## src/rtl/stop_watch_pkg.sv

```systemverilog
// Shared types and constants for the stop_watch timing block: FSM states,
// time-field maxima and active-low seven-segment digit patterns.
package stop_watch_pkg;

   typedef enum logic [1:0] {
      STOP  = 2'd0,
      RUN   = 2'd1,
      CLEAR = 2'd2
   } state_t;

   localparam logic [6:0] MSEC_MAX = 7'd99;
   localparam logic [5:0] SEC_MAX  = 6'd59;
   localparam logic [5:0] MIN_MAX  = 6'd59;
   localparam logic [4:0] HOUR_MAX = 5'd23;

   // Segment order {dp,g,f,e,d,c,b,a}, active-low; entry i is digit i.
   localparam logic [9:0][7:0] SEG_DIGITS = {
      8'h90, 8'h80, 8'hF8, 8'h82, 8'h92,
      8'h99, 8'hB0, 8'hA4, 8'hF9, 8'hC0
   };
   localparam logic [7:0] SEG_BLANK = 8'hFF;

   function automatic logic [7:0] seg_decode(input logic [3:0] digit);
      return (digit <= 4'd9) ? SEG_DIGITS[digit] : SEG_BLANK;
   endfunction

endpackage

```

## src/rtl/stop_watch_if.sv

```systemverilog
// Board-pin bundle of the stopwatch: switches and buttons in, FND and LEDs out.
interface stop_watch_if;
   logic [1:0] sw;
   logic       Btn_L;
   logic       Btn_R;
   logic       Btn_U;
   logic       Btn_D;
   logic [3:0] fnd_com;
   logic [7:0] fnd_data;
   logic [2:0] led;

   modport master (
      output sw, Btn_L, Btn_R, Btn_U, Btn_D,
      input  fnd_com, fnd_data, led
   );

   modport slave (
      input  sw, Btn_L, Btn_R, Btn_U, Btn_D,
      output fnd_com, fnd_data, led
   );
endinterface

```

## src/rtl/fnd_controller.sv

```systemverilog
// Four-digit multiplexed FND driver: scan counter, field mux, BCD split and
// segment decode, with the digit-2 decimal point blinking at 1 Hz.
module fnd_controller
   import stop_watch_pkg::*;
#(
   parameter int unsigned CLK_HZ  = 100_000_000,
   parameter int unsigned SCAN_HZ = 1_000
) (
   input  logic       clk,
   input  logic       reset,
   input  logic       mode,
   input  logic [6:0] msec,
   input  logic [5:0] sec,
   input  logic [5:0] min,
   input  logic [4:0] hour,
   output logic [3:0] fnd_com,
   output logic [7:0] fnd_data
);
   localparam int unsigned SCAN_DIV = CLK_HZ / SCAN_HZ;
   localparam int unsigned SCAN_W   = (SCAN_DIV > 1) ? $clog2(SCAN_DIV) : 1;
   localparam logic [SCAN_W-1:0] SCAN_LAST = SCAN_W'(SCAN_DIV - 1);

   logic [SCAN_W-1:0] scan_cnt_q;
   logic [1:0]        digit_idx_q;
   logic [6:0]        lo_field;
   logic [6:0]        hi_field;
   logic [3:0]        digit;

   // NOTE: non-blocking assignments so every flop samples pre-edge values.
   always_ff @(posedge clk) begin
      if (!reset) begin
         scan_cnt_q  <= '0;
         digit_idx_q <= '0;
      end else if (scan_cnt_q == SCAN_LAST) begin
         scan_cnt_q  <= '0;
         digit_idx_q <= digit_idx_q + 2'd1;
      end else begin
         scan_cnt_q  <= scan_cnt_q + SCAN_W'(1);
      end
   end

   // NOTE: every output is assigned before any branch, so no latch is inferred.
   always_comb begin
      lo_field = mode ? {1'b0, min}   : msec;
      hi_field = mode ? {2'b00, hour} : {1'b0, sec};
      unique case (digit_idx_q)
         2'd0:    digit = 4'(lo_field % 7'd10);
         2'd1:    digit = 4'(lo_field / 7'd10);
         2'd2:    digit = 4'(hi_field % 7'd10);
         default: digit = 4'(hi_field / 7'd10);
      endcase
      fnd_com  = ~(4'b0001 << digit_idx_q);
      fnd_data = seg_decode(digit);
      if (digit_idx_q == 2'd2 && msec < 7'd50) fnd_data[7] = 1'b0;
   end

endmodule

```

## src/rtl/stop_watch.sv

```systemverilog
// Stopwatch top: button edge detection, STOP/RUN/CLEAR FSM, centisecond divider
// and hh:mm:ss.cc counters. Define BTN_DEBOUNCE_EN for synchronised, debounced buttons.
module stop_watch
   import stop_watch_pkg::*;
#(
   parameter int unsigned CLK_HZ  = 100_000_000,
   parameter int unsigned TICK_HZ = 100,
   parameter int unsigned SCAN_HZ = 1_000
) (
   input  logic         clk,
   input  logic         reset,
   stop_watch_if.slave  pins
);
   localparam int unsigned TICK_DIV = CLK_HZ / TICK_HZ;
   localparam int unsigned DIV_W    = (TICK_DIV > 1) ? $clog2(TICK_DIV) : 1;
   localparam logic [DIV_W-1:0] DIV_LAST = DIV_W'(TICK_DIV - 1);

   state_t           state_q, state_d;
   logic [1:0]       btn_lvl;      // [0]=Btn_L, [1]=Btn_R
   logic [1:0]       btn_prev_q;
   logic [1:0]       btn_edge;
   logic [DIV_W-1:0] div_q;
   logic             tick;
   logic [6:0]       msec_q;
   logic [5:0]       sec_q;
   logic [5:0]       min_q;
   logic [4:0]       hour_q;
   logic             unused_pins;

   assign unused_pins = &{1'b0, pins.sw[1], pins.Btn_U, pins.Btn_D};

`ifdef BTN_DEBOUNCE_EN
   localparam int unsigned SAMPLE_DIV = CLK_HZ / 1_000;
   localparam int unsigned SAMPLE_W   = (SAMPLE_DIV > 1) ? $clog2(SAMPLE_DIV) : 1;
   localparam logic [SAMPLE_W-1:0] SAMPLE_LAST = SAMPLE_W'(SAMPLE_DIV - 1);

   logic [1:0]          sync1_q, sync2_q, db_lvl_q;
   logic [SAMPLE_W-1:0] sample_cnt_q;
   logic [7:0]          hist_l_q, hist_r_q;

   // A button counts as pressed only after 8 consecutive high 1 ms samples.
   always_ff @(posedge clk) begin
      if (!reset) begin
         sync1_q      <= '0;
         sync2_q      <= '0;
         db_lvl_q     <= '0;
         sample_cnt_q <= '0;
         hist_l_q     <= '0;
         hist_r_q     <= '0;
      end else begin
         sync1_q <= {pins.Btn_R, pins.Btn_L};
         sync2_q <= sync1_q;
         if (sample_cnt_q == SAMPLE_LAST) begin
            sample_cnt_q <= '0;
            hist_l_q     <= {hist_l_q[6:0], sync2_q[0]};
            hist_r_q     <= {hist_r_q[6:0], sync2_q[1]};
         end else begin
            sample_cnt_q <= sample_cnt_q + SAMPLE_W'(1);
         end
         db_lvl_q <= {&hist_r_q, &hist_l_q};
      end
   end

   assign btn_lvl = db_lvl_q;
`else
   assign btn_lvl = {pins.Btn_R, pins.Btn_L};
`endif

   always_ff @(posedge clk) begin
      if (!reset) btn_prev_q <= '0;
      else        btn_prev_q <= btn_lvl;
   end

   assign btn_edge = btn_lvl & ~btn_prev_q;

   always_ff @(posedge clk) begin
      if (!reset) state_q <= STOP;
      else        state_q <= state_d;
   end

   always_comb begin
      state_d  = state_q;
      pins.led = 3'b001;
      unique case (state_q)
         STOP: begin
            if (btn_edge[1])      state_d = RUN;
            else if (btn_edge[0]) state_d = CLEAR;
         end
         RUN: begin
            pins.led = 3'b010;
            if (btn_edge[1]) state_d = STOP;
         end
         CLEAR: begin
            pins.led = 3'b100;
            state_d  = STOP;
         end
         default: state_d = STOP;
      endcase
   end

   assign tick = (state_q == RUN) && (div_q == DIV_LAST);

   always_ff @(posedge clk) begin
      if (!reset || state_q == CLEAR) begin
         div_q  <= '0;
         msec_q <= '0;
         sec_q  <= '0;
         min_q  <= '0;
         hour_q <= '0;
      end else begin
         if (state_q == RUN) div_q <= tick ? '0 : div_q + DIV_W'(1);
         // Ripple carry through the fields; 23:59:59.99 rolls to all zeros.
         if (tick) begin
            if (msec_q != MSEC_MAX) begin
               msec_q <= msec_q + 7'd1;
            end else begin
               msec_q <= '0;
               if (sec_q != SEC_MAX) begin
                  sec_q <= sec_q + 6'd1;
               end else begin
                  sec_q <= '0;
                  if (min_q != MIN_MAX) begin
                     min_q <= min_q + 6'd1;
                  end else begin
                     min_q  <= '0;
                     hour_q <= (hour_q == HOUR_MAX) ? '0 : hour_q + 5'd1;
                  end
               end
            end
         end
      end
   end

   fnd_controller #(
      .CLK_HZ  (CLK_HZ),
      .SCAN_HZ (SCAN_HZ)
   ) u_fnd (
      .clk      (clk),
      .reset    (reset),
      .mode     (pins.sw[0]),
      .msec     (msec_q),
      .sec      (sec_q),
      .min      (min_q),
      .hour     (hour_q),
      .fnd_com  (pins.fnd_com),
      .fnd_data (pins.fnd_data)
   );

endmodule

```

## src/flat_wrapper.sv

```systemverilog
// flat-port wrapper written by rule: the top's interface ports become plain ports
module stop_watch_flat import stop_watch_pkg::*;
#(
   parameter int unsigned CLK_HZ  = 100_000_000,
   parameter int unsigned TICK_HZ = 100,
   parameter int unsigned SCAN_HZ = 1_000
)
  (clk, reset, pins_sw, pins_Btn_L, pins_Btn_R, pins_Btn_U, pins_Btn_D, pins_fnd_com, pins_fnd_data, pins_led);
  stop_watch_if pins_i ();
  input  logic clk;
  input  logic reset;
  input wire logic [$bits(pins_i.sw)-1:0] pins_sw;
  input wire logic [$bits(pins_i.Btn_L)-1:0] pins_Btn_L;
  input wire logic [$bits(pins_i.Btn_R)-1:0] pins_Btn_R;
  input wire logic [$bits(pins_i.Btn_U)-1:0] pins_Btn_U;
  input wire logic [$bits(pins_i.Btn_D)-1:0] pins_Btn_D;
  output wire logic [$bits(pins_i.fnd_com)-1:0] pins_fnd_com;
  output wire logic [$bits(pins_i.fnd_data)-1:0] pins_fnd_data;
  output wire logic [$bits(pins_i.led)-1:0] pins_led;
  assign pins_i.sw = pins_sw;
  assign pins_i.Btn_L = pins_Btn_L;
  assign pins_i.Btn_R = pins_Btn_R;
  assign pins_i.Btn_U = pins_Btn_U;
  assign pins_i.Btn_D = pins_Btn_D;
  assign pins_fnd_com = pins_i.fnd_com;
  assign pins_fnd_data = pins_i.fnd_data;
  assign pins_led = pins_i.led;
  stop_watch #(.CLK_HZ(CLK_HZ), .TICK_HZ(TICK_HZ), .SCAN_HZ(SCAN_HZ)) u_core (.clk(clk), .reset(reset), .pins(pins_i));
endmodule
```

## config.mk

```make
export PLATFORM = sky130hd
export DESIGN_NAME = stop_watch_flat
export DESIGN_NICKNAME = d
export VERILOG_FILES = /design/src/rtl/stop_watch_pkg.sv /design/src/rtl/stop_watch_if.sv /design/src/rtl/fnd_controller.sv /design/src/rtl/stop_watch.sv /design/src/flat_wrapper.sv
export SDC_FILE = /design/constraint.sdc
export NUM_CORES = 1
export LEC_CHECK = 0
export ABC_AREA = 1
export BUFFER_PORTS_ARGS = -buffer_cell sky130_fd_sc_hd__buf_4
export CAP_MARGIN = 20
export CORE_MARGIN = 4
export CORE_UTILIZATION = 50
export CTS_CLUSTER_SIZE = 10
export DETAILED_ROUTE_END_ITERATION = 6
export PLACE_DENSITY_LB_ADDON = 0.08
export SYNTH_ARGS = -nofsm -noshare
export SYNTH_HDL_FRONTEND = slang
export SYNTH_SLANG_ARGS = --single-unit
export TNS_END_PERCENT = 20
```

## constraint.sdc

```tcl
create_clock -name clk -period 3.67 [get_ports clk]
set_input_delay 0.1835 -clock clk [delete_from_list [all_inputs] [get_ports clk]]
set_output_delay 0.1835 -clock clk [all_outputs]
set_load 0.02 [all_outputs]
```

==> impl_results.md <==
* Mapped Area at ~4200 um2
* Worst slew pin tran at 477.4 ps
* RSZ-0062 raised after global routing: yes
* # IOs at 23
* Ys Warns at 0
* CTS tree: built
* Net count after synthesis at 660
* Worst EP arrival at ~3500 ps
* Total GRT Usage at a little under a fifth
* Avg WL per Cell at 12.22 um
* Leakage power at around 2.2 nW
* Flip-flop and latch count after synthesis at 67
* Root Buffer: clkbuf_8
* Yosys cell types at 45
* Sequential Area at 1344 um2
* Status: completed
* Total congestion overflow at 0
* Fmax at 0.2750 GHz
* Ys flop type: dfxtp_1
* Synth-to-Final Area Change at 22.25%
* CTS H-tree depth at 3
* VDD IR max at between 0.0002 and 0.00025 V
* Asr flop ratio synth at 0%
* Critical path launch point type: register
* Fin. max-slew vios at 0
* Critical path class: register to output pin
* Clk sinks at 67
* Seq/Total Area, Yosys at about a third
* Initial antenna violation count at 0
* Syn Inst Count at approximately 630
* Synthesized area per cell at about 6.7 um2
* CP max FO at 7
* Adder-Cell Fraction of Synth Area at under 10%
* Pin count of the biggest net entering global routing at 18
* Layout Nets at 714
* Port bufs at 19
* Number of vias per cell at 5.191
* Pwr dens at 306.7 nW/um2
* Die height at around 100 um
* Top cell type by total area after synthesis: dfxtp_1
* DRC at 0
* Total Wirelength at roughly 10000 um
* Mux cell area share after synthesis at 0%
* Critical Path Sink Type: output pin
* Final TNS setup at 0 ps
* CTS Buffer Depth at 2
* Util after Layout at 62.68%
* Area of the multi-input gates at 2679 um2
* First-pass GRT wire length at ~16000 um
* Critical Path RT at between 3000 and 4000 ps
* Routed via count at about 4100
* First-pass iteration count of the detailed router at 4
* Routed Antenna Nets at 0
* XOR/XNOR Fraction of Synth Area at between 2 and 3%
* DP HPWL at around 7000 um
* GP Congestion at approximately 0.85
* Die ar. at about 10000 um2
* # fillers at ~740
* Rows at 33
* Clock slew at reported path FFs at ~70 ps
* Fin. Hold Viols at 0
* Setup violation total in the final timing report at 0
* Max-cap violations at 0
* Initial Util at between 50% and 60%
* Period utilization at just under 100%
* Compound-gate portion of the synthesized area at 10.87%
* Clk_lat worst skew at ~340 ps
* HP Class: input pin to register
* Die X at ~100 um
* Simple-Gate Fraction of Synth Area at 37.81%
* Inserted Clock Buffers at 9
* Post-synth EDFFs at 0
* Area contributors post-synth: dfxtp_1 (32%), nand2_1 (11%), inv_1 (8.3%), nor2_1 (7.0%), ha_1 (6.2%)
* Vias in the first global route at around 3800
* Clock Skew at between 10 and 15 ps
* Crit path time final at between 3000 and 4000 ps
* Diodes inserted at 0
* Top cell type's share of synthesized area at a little under a third
* Largest family of logic cells by synthesized area: simple AND/OR/NAND/NOR gates
* Max transition margin at just under 70%
* Core Region at ~8200 um2
* DR iter-0 viols at 202
* Layout cells sized above 1 at between 20% and 30%
## layout make-up
class                   instances  area share, %
clock buffers                   9          2.405
multi-input cells             456          52.02
repair buffers                 48          7.580
flip-flops and latches         67          26.09
clock inverters                 7          1.458
inverters                     103          7.896
well taps                     105          2.551
## cell families after synthesis
group | after synthesis
AOI/OAI and AO/OA | 80
xor gates and xnor gates | 14
adders and majority gates | 21
buffers and inverters | 108
DFF | 67
and+or+nand+nor | 341
## repair_timing
item | 4_1_cts | 5_1_grt
hold buffers | 0 | 0
gates resized for setup | 16 | 56
gates cloned | 0 | 0
setup endpoints to repair | 7 | 7
pin swaps | 9 | 28
buffers inserted | 8 | 18
## sequential cells by signal (all words and copies together) (netlist names)
register                  cells
u_core.btn_prev_q             2
u_core.div_q                 20
u_core.hour_q                 5
u_core.min_q                  6
u_core.msec_q                 7
u_core.sec_q                  6
u_core.state_q                2
u_core.u_fnd.digit_idx_q      2
u_core.u_fnd.scan_cnt_q      17
## layer usage
layer  share of wire (%)  global-route usage, %  up-vias
met5                   0                      0        -
met4                 1.7                  6.092        0
met3                 2.6                  3.614       17
met2                  48                  32.53       49
met1                  48                  24.60     1894
li1                    -                      -     2167
## critical path: stages (launching register included)
cell and delay (ps):
dfxtp_2 340, inv_4 60, ha_4 220, inv_8 60
nand3_4 90, nand2_4 70, a21oi_4 150, nand2_2 90
buf_4 140, o21ai_2 100, nand4_1 210, nand2_2 140
inv_2 60, ha_4 150, inv_2 60, nand3_4 100
nand4_1 130, nand3_2 100, nand2_4 140, ha_4 140
inv_2 50, nand2_2 70, nand3_2 80, nand2_4 140
nand2_1 100, buf_6 140
## power breakdown
part           switching (mW)  leakage (nW)  internal [mW]  total (mW)
registers             0.00492         0.542          0.734       0.739
logic                   0.138          1.60         0.0892       0.227
clock network           0.297        0.0923          0.317       0.614
## stage by stage
stage | hold WS (ps) | cells | setup WS, ps | instance area, um2 | total power, mW
6_report | 35.19 | 795 | 33.67 | 5150 | 1.580
2_1_floorplan | 277.0 | 631 | 289.8 | 4213 | 0.8828
3_3_place_gp | 373.0 | 754 | 103.0 | 4476 | 0.9357
5_1_grt | 46.69 | 795 | -210.0 | 5150 | 1.661
3_5_place_dp | 374.6 | 754 | -73.39 | 4476 | 0.9384
4_1_cts | 15.31 | 778 | 4.495 | 4780 | 1.568
## placed cells by master (no fill, tap or decap), drive strengths merged
| cell | instances |
|---|---|
| and3b | 1 |
| o211ai | 4 |
| a2bb2oi | 1 |
| or2 | 4 |
| ha | 21 |
| inv | 104 |
| a21oi | 32 |
| o21a | 2 |
| bufinv | 1 |
| xnor2 | 4 |
| clkinvlp | 3 |
| nand4 | 22 |
| buf | 48 |
| xor2 | 10 |
| clkinv | 2 |
| a211oi | 3 |
| clkbuf | 9 |
| o31ai | 2 |
| nor3b | 2 |
| and3 | 1 |
| nand2 | 141 |
| o21ai | 35 |
| nand3 | 49 |
| nand3b | 2 |
| nor2 | 81 |
| a22oi | 1 |
| nor4 | 8 |
| dfxtp | 67 |
| nor3 | 30 |
## path summary, 6_finish.rpt
check,startpoint,to,slack [ps],cells past startpoint
worst max-delay path,u_core.u_fnd.digit_idx_q[0]$_SDFFE_PN0P_,pins_fnd_data[1],30,25
worst min register to register,u_core.u_fnd.scan_cnt_q[0]$_SDFF_PP0_,u_core.u_fnd.scan_cnt_q[0]$_SDFF_PP0_,450,1
worst min-delay path,pins_Btn_R,u_core.btn_prev_q[1]$_SDFF_PN0_,40,3
worst max register to register,u_core.state_q[1]$_SDFFE_PN0P_,u_core.hour_q[3]$_SDFFE_PP0P_,1150,11
## synth_stat cells (2+ instances only)
master and count:
nand2_1 124, inv_1 93, nor2_1 79, dfxtp_1 67, nand3_1 42, a21oi_1 30
nor3_1 30, o21ai_0 27, ha_1 21, nand4_1 21, nand2_2 16, xor2_1 10
nor4_1 8, inv_2 7, nand3_2 6, o21ai_1 5, xnor2_1 4, a211oi_1 3
o211ai_1 3, o21ai_2 3, a21oi_2 2, clkbuf_1 2, nand3b_1 2, nor3b_1 2
o21a_1 2, o31ai_1 2, or2_1 2
Power figures use the tool's default switching activity.
